## config.mk

```make
export PLATFORM = sky130hd
export DESIGN_NAME = hiscore_ram_arbiter
export DESIGN_NICKNAME = d
export VERILOG_FILES = /design/src/rtl/hiscore_ram_arbiter.sv
export SDC_FILE = /design/constraint.sdc
export NUM_CORES = 1
export LEC_CHECK = 0
export ABC_AREA = 1
export CORE_MARGIN = 2
export CORE_UTILIZATION = 39
export CTS_BUF_LIST = sky130_fd_sc_hd__clkbuf_4
export DETAILED_ROUTE_END_ITERATION = 10
export HOLD_SLACK_MARGIN = 0.1
export PLACE_DENSITY = 0.69
export SLEW_MARGIN = 20
export SYNTH_ARGS = -nofsm -noshare
export SYNTH_HDL_FRONTEND = slang
export SYNTH_SLANG_ARGS = --single-unit
```

## constraint.sdc

```tcl
create_clock -name clk -period 1.6 [get_ports clk]
set_input_delay 0.32 -clock clk [delete_from_list [all_inputs] [get_ports clk]]
set_output_delay 0.32 -clock clk [all_outputs]
set_load 0.05 [all_outputs]
```

## src/rtl/hiscore_ram_arbiter.sv

```systemverilog
// Arbitrates one game-RAM port between the running core and the hiscore engine.
// The core is paused and allowed to settle before the hiscore side gets the port.
module hiscore_ram_arbiter #(
  parameter int unsigned ADDRESSWIDTH   = 10,
  parameter int unsigned SETTLE_CYCLES  = 4,
  parameter int unsigned RELEASE_CYCLES = 2,
  parameter int unsigned MAX_GRANT      = 65535,
  parameter int unsigned VBLANK_GATE    = 1
) (
  input  logic                    clk,
  input  logic                    reset,
  input  logic                    vblank,
  input  logic                    hs_req,
  input  logic [ADDRESSWIDTH-1:0] hs_address,
  input  logic [7:0]              hs_data,
  input  logic                    hs_write,
  output logic                    hs_grant,
  input  logic [ADDRESSWIDTH-1:0] core_address,
  input  logic [7:0]              core_data,
  input  logic                    core_write,
  output logic [ADDRESSWIDTH-1:0] ram_address,
  output logic [7:0]              ram_data,
  output logic                    ram_we,
  output logic                    pause,
  output logic                    timeout,
  output logic [7:0]              dropped_writes
);

  localparam int unsigned WdWidth = (MAX_GRANT < 2) ? 1 : $clog2(MAX_GRANT + 1);

  typedef enum logic [1:0] {StIdle, StPausing, StGranted, StRelease} state_e;

  state_e             state_q, state_d;
  logic [7:0]         cnt_q, cnt_d;
  logic [WdWidth-1:0] wd_q, wd_d;
  logic               timeout_q, timeout_d;
  logic               block_q, block_d;
  logic [7:0]         dropped_q, dropped_d;
  logic               gate_open;

  assign gate_open = vblank || (VBLANK_GATE == 0);

  always_comb begin
    state_d   = state_q;
    cnt_d     = cnt_q;
    wd_d      = wd_q;
    timeout_d = timeout_q;
    // After a watchdog release, a new request needs hs_req to have dropped once.
    block_d   = block_q && hs_req;
    dropped_d = dropped_q;

    unique case (state_q)
      StIdle: begin
        if (hs_req && gate_open && !block_q) begin
          state_d = StPausing;
          cnt_d   = 8'(SETTLE_CYCLES - 1);
        end
      end
      StPausing: begin
        if (!hs_req) begin
          state_d = StIdle;
        end else if (cnt_q == 8'd0) begin
          state_d = StGranted;
          wd_d    = '0;
        end else begin
          cnt_d = cnt_q - 8'd1;
        end
      end
      StGranted: begin
        wd_d = wd_q + 1'b1;
        if (!hs_req) begin
          state_d = StRelease;
          cnt_d   = 8'(RELEASE_CYCLES - 1);
        end else if (wd_q == WdWidth'(MAX_GRANT - 1)) begin
          state_d   = StRelease;
          cnt_d     = 8'(RELEASE_CYCLES - 1);
          timeout_d = 1'b1;
          block_d   = 1'b1;
        end
      end
      StRelease: begin
        if (cnt_q == 8'd0) begin
          state_d = StIdle;
        end else begin
          cnt_d = cnt_q - 8'd1;
        end
      end
      default: state_d = StIdle;
    endcase

    if ((state_q == StGranted || state_q == StRelease) && core_write && dropped_q != 8'hFF) begin
      dropped_d = dropped_q + 8'd1;
    end
  end

  always_ff @(posedge clk) begin
    if (reset) begin
      state_q   <= StIdle;
      cnt_q     <= '0;
      wd_q      <= '0;
      timeout_q <= 1'b0;
      block_q   <= 1'b0;
      dropped_q <= '0;
    end else begin
      state_q   <= state_d;
      cnt_q     <= cnt_d;
      wd_q      <= wd_d;
      timeout_q <= timeout_d;
      block_q   <= block_d;
      dropped_q <= dropped_d;
    end
  end

  assign pause          = (state_q != StIdle);
  assign hs_grant       = (state_q == StGranted);
  assign timeout        = timeout_q;
  assign dropped_writes = dropped_q;

  always_comb begin
    ram_address = core_address;
    ram_data    = core_data;
    ram_we      = core_write;
    if (state_q == StGranted) begin
      ram_address = hs_address;
      ram_data    = hs_data;
      ram_we      = hs_write;
    end else if (state_q == StRelease) begin
      ram_we = 1'b0;
    end
  end

endmodule

```

# After elaboration in Yosys (flattened, before gate mapping)

Index checks and enable logic that the tools add are counted.

Add/sub/neg operators: 3
Eq/ne operators: 11
Muxes and demuxes: 23
Reduce and logical (&&, ||, !) cells: 15

Operators with widths:

| operator                                         | count |
|---|---|
| two-way mux 8 bit                                | 6 |
| two-way mux 16 bit                               | 2 |
| one-hot mux 16 bit (2 select lines)              | 1 |
| one-hot mux 8 bit (4 select lines)               | 1 |
| adder 16 x 1 -> 16 bit, second input constant    | 1 |
| == test 16 bit, second input constant            | 1 |
| two-way mux 2 bit                                | 6 |
| two-way mux 10 bit                               | 1 |
| AND reduction 3 bit                              | 3 |
| adder 8 x 1 -> 8 bit, second input constant      | 1 |
| logical NOT 8 bit                                | 1 |
| != test 2 bit, second input constant             | 4 |
| != test 8 bit, second input constant             | 1 |
| one-hot mux 2 bit (4 select lines)               | 1 |
| subtractor 8 x 1 -> 8 bit, second input constant | 1 |
| logical AND 1 bit                                | 5 |
| two-way mux 1 bit                                | 5 |
| == test 2 bit, second input constant             | 2 |
| AND reduction 4 bit                              | 1 |
| nonzero test 2 bit                               | 2 |
| != test 3 x 2 -> 1 bit, second input constant    | 1 |
| != test 3 bit, second input constant             | 1 |
| == test 2 x 1 -> 1 bit, second input constant    | 1 |
| logical NOT 2 bit                                | 1 |
| other kinds (2)                                  | 2 |

Register bits after elaboration: 36
Input bits: 42
Output and inout bits: 30
Logic and storage cells: 58

# Depth between registers and ports, before layout

Gate-level depths: netlist (run 1).

Word-level depth: 4
Mapped depth: 11

# Worst setup path before layout (run 1)

OpenSTA, ideal clock, no wires.

Kind: register -> output
Start point: reg with a tool-made name
End point: out ram_address[0]
Data arrival time: 1.481 ns
Data required time: 1.280 ns
Setup slack: -0.201 ns
Cell stages (with the launch flop): 7
Cells stage by stage: dfxtp_1 inv_2 nor2_4 buf_2 buf_2 nand2_1 nand2_1

RTL lines:

| element          | RTL line | RTL |
|---|---|---|
| end: declaration | 21       | `output logic [ADDRESSWIDTH-1:0] ram_address,` |

==> results of run 1 <==
[cells in the final DEF, fill, tap and decap left out, drive strengths merged]
cell           count
xnor2              2
ha                 5
nand2            135
clkbuf             5
buf               61
or2                1
nand3             20
a211oi             2
dfxtp             36
clkdlybuf4s50     41
nor2              39
o21ai             21
inv               37
a31oi              3
a22o               1
o21bai             2
bufinv             3
nand4              9
nand3b             1
o31ai              1
a21oi             32
[state kept, by name, indices dropped and copies added (netlist names), named ones only]
signal and count:
dropped_writes 8, wd_q 16, timeout 1, state_q 1
block_q 1, cnt_q 8
[cells by family after synthesis]
kind of cell,count (synthesis),synth area share (%)
AND/OR/NAND/NOR,204,39.5
buffers and inverters,47,8.11
AO/OA/AOI/OAI,62,16.8
adder cells (fa/ha/maj),5,2.78
flip-flops,36,32.0
XOR/XNOR,2,0.777
[worst paths after layout]
kind / end / slack, ns / depth (start not counted)
worst max register to register: cnt_q[2] / 0.10 / 9
worst min-delay path: timeout / 0.46 / 2
worst max-delay path: ram_data[6] / -0.15 / 7
worst min register to register: timeout / 0.46 / 2
[where the power goes]
group / switching [mW] / internal [mW]
registers: 0.0249 / 0.923
logic: 0.579 / 0.442
clock network: 0.334 / 0.644
[worst register-to-register path, cell delays in order (launching register included)]
cell     delay (ns)
dfxtp_1        0.36
inv_1          0.08
ha_1           0.16
nand2_1        0.05
nor2_1         0.08
nand2_1        0.11
o21ai_4        0.25
buf_4          0.15
nand4_1        0.06
a21oi_1        0.14
[metrics by stage]
stage / TNS [ns] / instances
final: -2.34 / 529
after global routing: -4.09 / 529
after CTS: -3.00 / 528
after detailed placement: -0.274 / 515
after global placement: -0.0213 / 515
after floorplan: 0 / 356
[timing repair]
action	4_1_cts	5_1_grt
setup buffers	5	2
resized for setup	41	9
hold endpoints to repair	0	0
endpoints found under the setup margin	20	30
pin swaps	1	7
cloned	1	1
[area by class of cell]
class	count	area [um2]	share of cell area (%)
sequential	36	726	20.2
multi-input combinational	274	1410	39.2
tap	72	90.1	2.51
clock buffer	5	37.5	1.04
clock inverter	3	90.1	2.51
inverter	37	154	4.28
timing repair buffer	102	1090	30.3
[routing by layer]
| layer | share of wire [%] | global-route usage [%] | vias to the layer above |
|---|---|---|---|
| met1 | 41 | 22.4 | 1153 |
| met3 | 10 | 6.45 | 7 |
| met2 | 48 | 36.4 | 94 |
| met5 | 0 | 0 | - |
| li1 | - | - | 1347 |
| met4 | 1.0 | 5.08 | 0 |
==> impl_metrics.tcl, run 1 <==
set metrics [dict create \
    pwr_density_cell_nw_per_um2 820 \
    syn-instance-count 356 \
    peakVddDrop_v 0.000532 \
    place_congestion 0.834 \
    cap_violations 0 \
    max_slew_margin_pct 82.6 \
    violations "setup timing" \
    synth_edf_count 0 \
    start_util_pct 40.7 \
    fin_nets 503 \
    yosys_most_used_dff "dfxtp_1" \
    cts_tree "yes" \
    h-tree-depth 2 \
    cp_common_cell "nand2_2" \
    fin_ws_ns -0.146 \
    dr.pass1.iters 4 \
    clock_sinks 36 \
    crit_path_cell_trace "inv_2, nor2_4, buf_6, inv_12, nand2_2, nand2_2, buf_8" \
    period_needed_ns 1.75 \
    clk_latency_ns 0.36 \
    rows 27 \
    r2r_start "wd_q[0]" \
    slowest_delay_ns 0.36 \
    dr.first_iter.drc_count 138 \
    syn-num-nets 403 \
    outcome "complete, but fails checks" \
    overflow 0 \
    clk_pin_slew_ns 0.13 \
    ys_ff_latch 36 \
    hold_path_class "reg -> reg" \
    final_max_slew_viol_count 0 \
    cts_inserted_buffers 5 \
    min-delay-start "timeout" \
    root_buffer "clkbuf_4" \
    place_area_um2 3260 \
    skew_ns 0.0172 \
    p_total_mw 2.95 \
    clockBufferDepth 2 \
    layout-drive-gt1-share_pct 25.8 \
    netlist_top_cells_area "dfxtp_1, nand2_1, a21oi_1" \
    track_usage_pct 20.0 \
    fin_crit_sh_pct 109 \
    crit_type "reg -> out" \
    synthesis.area_um2 2250 \
    fmax_mhz 573 \
    synthTopCellsByCount "nand2_1, dfxtp_1, inv_1, nor2_1, a21oi_1" \
    die_area_um2 6400 \
    design_area_um2 3600 \
    post-route-util_pct 64.9 \
    synth_area_leader_cell "dfxtp_1" \
    grt_pass1_wl_um 10200 \
    cp-start-kind "register" \
    yosysSeqAreaShare_pct 32.0 \
    timing.hold.ws_ns 0.460 \
    routed_wl_um 6490 \
    cp_max_fo 24 \
    fill_cells 491 \
    synth_top_area_share_pct 32.0 \
    rsz0062_at_grt "yes" \
    critical_path_buf_inv_count 4 \
    drc 0 \
    grt_pass1_vias 2307 \
    vias 2601 \
    syn_to_final_growth_pct 59.6 \
    setup_viol 19 \
    antenna_found_initial 0 \
    synth_most_common_cell "nand2_1" \
    grt_max_degree 25 \
    critPathSlowestCell "dfxtp_2" \
    wire_per_inst_um 12.3 \
    fp.dieW_um 80.0 \
    ys_warn_count 0 \
    antennaDiodeCount 0 \
    die_h_um 80.0 \
    hold_viol 0 \
    io_buffers 71 \
    leakage_nw 1.51 \
    dp_hpwl_um 4770 \
    critical-path-top-delay-family "buffers and inverters" \
    hold_buffers 0 \
    synth_area_per_cell_um2 6.33 \
    ios 72 \
    core_um2 5540 \
    async_flop_share_pct 0 \
    cp-end-kind "primary output" \
    antenna_left 0 \
    cp.required_ns 1.28 \
    routed_via_density 4.92 \
    pre_cts_ws_ns -0.0408 \
    worst_slew_pin_slew_ns 0.259 \
    synthDistinctLibCells 29 \
    worstPathArrival_ns 1.43 \
]
Power figures use the tool's default switching activity.
==> inputs of run 2 (changes only) <==
--- a/config.mk
+++ b/config.mk
@@ -6,7 +6,7 @@
 export NUM_CORES = 1
 export LEC_CHECK = 0
 export ABC_AREA = 1
-export CORE_MARGIN = 2
+export CORE_MARGIN = 4
 export CORE_UTILIZATION = 39
 export CTS_BUF_LIST = sky130_fd_sc_hd__clkbuf_4
 export DETAILED_ROUTE_END_ITERATION = 10
==> constraint.sdc (replaced) <==
create_clock -name clk -period 2.1 [get_ports clk]
set_input_delay 0.42 -clock clk [delete_from_list [all_inputs] [get_ports clk]]
set_output_delay 0.42 -clock clk [all_outputs]
set_load 0.05 [all_outputs]
==> run 2 against run 1 <==
Net effect:
- the flow now finishes without violations
- setup slack gained 0.25 ns
- wire length is 9.0% lower
- core utilization fell by 8.2 points
- clock skew down 0.012 ns
- sequential share of layout area increased by 2.8 points
- worst hold slack better by 0.0011 ns
- non-clock buffer count down 24
- flip-flop and latch count is the same
- global-route usage is 3.0 points lower
==> impl_metrics.tcl, run 2 (synthesized netlist as in run 1, its figures left out) <==
set metrics [dict create \
    outcome "completed" \
    core_um2 5540 \
    clockBufferDepth 2 \
    start_util_pct 40.7 \
    pwr_density_cell_nw_per_um2 589 \
    fin_crit_sh_pct 95.2 \
    critical_path_buf_inv_count 1 \
    seq_area_um2 722 \
    worst_slew_pin_slew_ns 0.511 \
    place_congestion 0.818 \
    tns_ns 0 \
    ios 72 \
    leakage_nw 1.28 \
    rrSetupSlack_ns 0.51 \
    r2r_end "wd_q[14]" \
    cp-end-kind "primary output" \
    reg2regPathDepth 7 \
    peakVddDrop_v 0.000462 \
    antenna_found_initial 0 \
    crit_type "reg -> out" \
    fill_cells 538 \
    hold_buffers 0 \
    max_slew_margin_pct 65.8 \
    io_buffers 71 \
    fp.dieW_um 84.0 \
    grt_max_degree 25 \
    whs_endpoint "timeout" \
    grt_pass1_vias 2214 \
    fin_nets 478 \
    clock_sinks 36 \
    antennaDiodeCount 0 \
    clk_latency_ns 0.33 \
    vias 2419 \
    post-place-cells 494 \
    critical-path-top-delay-family "buffers and inverters" \
    multiInputGateArea_um2 1350 \
    grt_pass1_wl_um 10200 \
    slowest_delay_ns 0.84 \
    min-delay-start "timeout" \
    worst-path-stages 1 \
    cts_inserted_buffers 5 \
    overflow 0 \
    dr.first_iter.drc_count 143 \
    fmax_mhz 500 \
    crit_path_cell_trace "clkdlybuf4s50_1" \
    min_path_cells 2 \
    critPathSlowestCell "clkdlybuf4s50_1" \
    root_buffer "clkbuf_4" \
    clk_pin_slew_ns 0.11 \
    cp-start-kind "register" \
    rows 27 \
    final_max_slew_viol_count 0 \
    cp_max_fo 4 \
    hold_path_class "reg -> reg" \
    final_common_cell "nand2_1" \
    worstPathArrival_ns 1.58 \
    final_cell_mix "nand2_1, clkdlybuf4s50_1, dfxtp_1" \
    track_usage_pct 17.1 \
    wire_per_inst_um 11.7 \
    cp.required_ns 1.68 \
    antenna_left 0 \
    setup_viol 0 \
    largest-register "wd_q" \
    dp_hpwl_um 4580 \
    cts_tree "yes" \
    r2r_start "wd_q[0]" \
    fin_cells 504 \
    drc 0 \
    routed_via_density 4.80 \
    skew_ns 0.00487 \
    routed_wl_um 5910 \
    layout-drive-gt1-share_pct 14.4 \
    period_needed_ns 2.00 \
    die_area_um2 7060 \
    hold_viol 0 \
    h-tree-depth 2 \
    die_h_um 84.0 \
    dr.pass1.iters 4 \
    cap_violations 0 \
    syn_to_final_growth_pct 39.4 \
    largest_reg_flops 16 \
    rsz0062_at_grt "no" \
]
[run 2: final cells by class]
| class | instances | share of cell area, % |
|---|---|---|
| multi-input combinational | 273 | 43.0 |
| clock inverter | 3 | 1.19 |
| timing repair buffer | 78 | 24.2 |
| tap | 72 | 2.87 |
| inverter | 37 | 4.58 |
| clock buffer | 5 | 1.19 |
| sequential | 36 | 23.0 |
[run 2: metrics by stage]
| step | utilization [%] | hold WS (ns) | cell area [um2] | setup WS (ns) | power [mW] |
|---|---|---|---|---|---|
| finish | 56.7 | 0.461 | 3140 | 0.101 | 1.85 |
| global route | 56.7 | 0.477 | 3140 | 0.0124 | 1.96 |
| CTS | 56.2 | 0.463 | 3110 | 0.0396 | 1.86 |
| detailed placement | 54.7 | 0.446 | 3030 | 0.211 | 1.38 |
| global placement | 54.7 | 0.453 | 3030 | 0.256 | 1.37 |
| floorplan | - | 0.441 | 2250 | 0.199 | 1.16 |
[run 2: timing repair]
item | in CTS | in global routing
endpoints found under the setup margin | 18 | 15
pin swaps | 0 | 1
resized for setup | 2 | 4
setup buffers | 0 | 2
[run 2: per-layer routing]
layer,up-vias,share of wire [%],track usage (%)
met3,6,5.2,3.46
li1,1297,-,-
met5,-,0,0
met4,0,0.86,3.36
met2,57,46,27.7
met1,1059,48,23.4
[run 2: how the worst max path moves through the flow]
stage	start	to	slack, ns
global route	dropped_writes[0]	dropped_writes[0]	0.01
finish	dropped_writes[7]	dropped_writes[7]	0.10
floorplan	register	ram_address[0]	0.20
detailed placement	hs_req	cnt_q[5]	0.21
CTS	register	ram_address[9]	0.04
global placement	hs_req	cnt_q[6]	0.26
[run 2: tightest hold or removal path: cells and delay by family, from the launching register on]
family	cells	cell delay [ns]
compound gates	1	0.05
buf+inv	1	0.05
flops	1	0.33
[run 2: where the power goes]
group | leakage, nW | total (mW) | internal, mW | switching [mW]
sequential | 0.291 | 0.727 | 0.703 | 0.0240
clock | 0.0403 | 0.473 | 0.243 | 0.230
combinational | 0.949 | 0.649 | 0.250 | 0.399
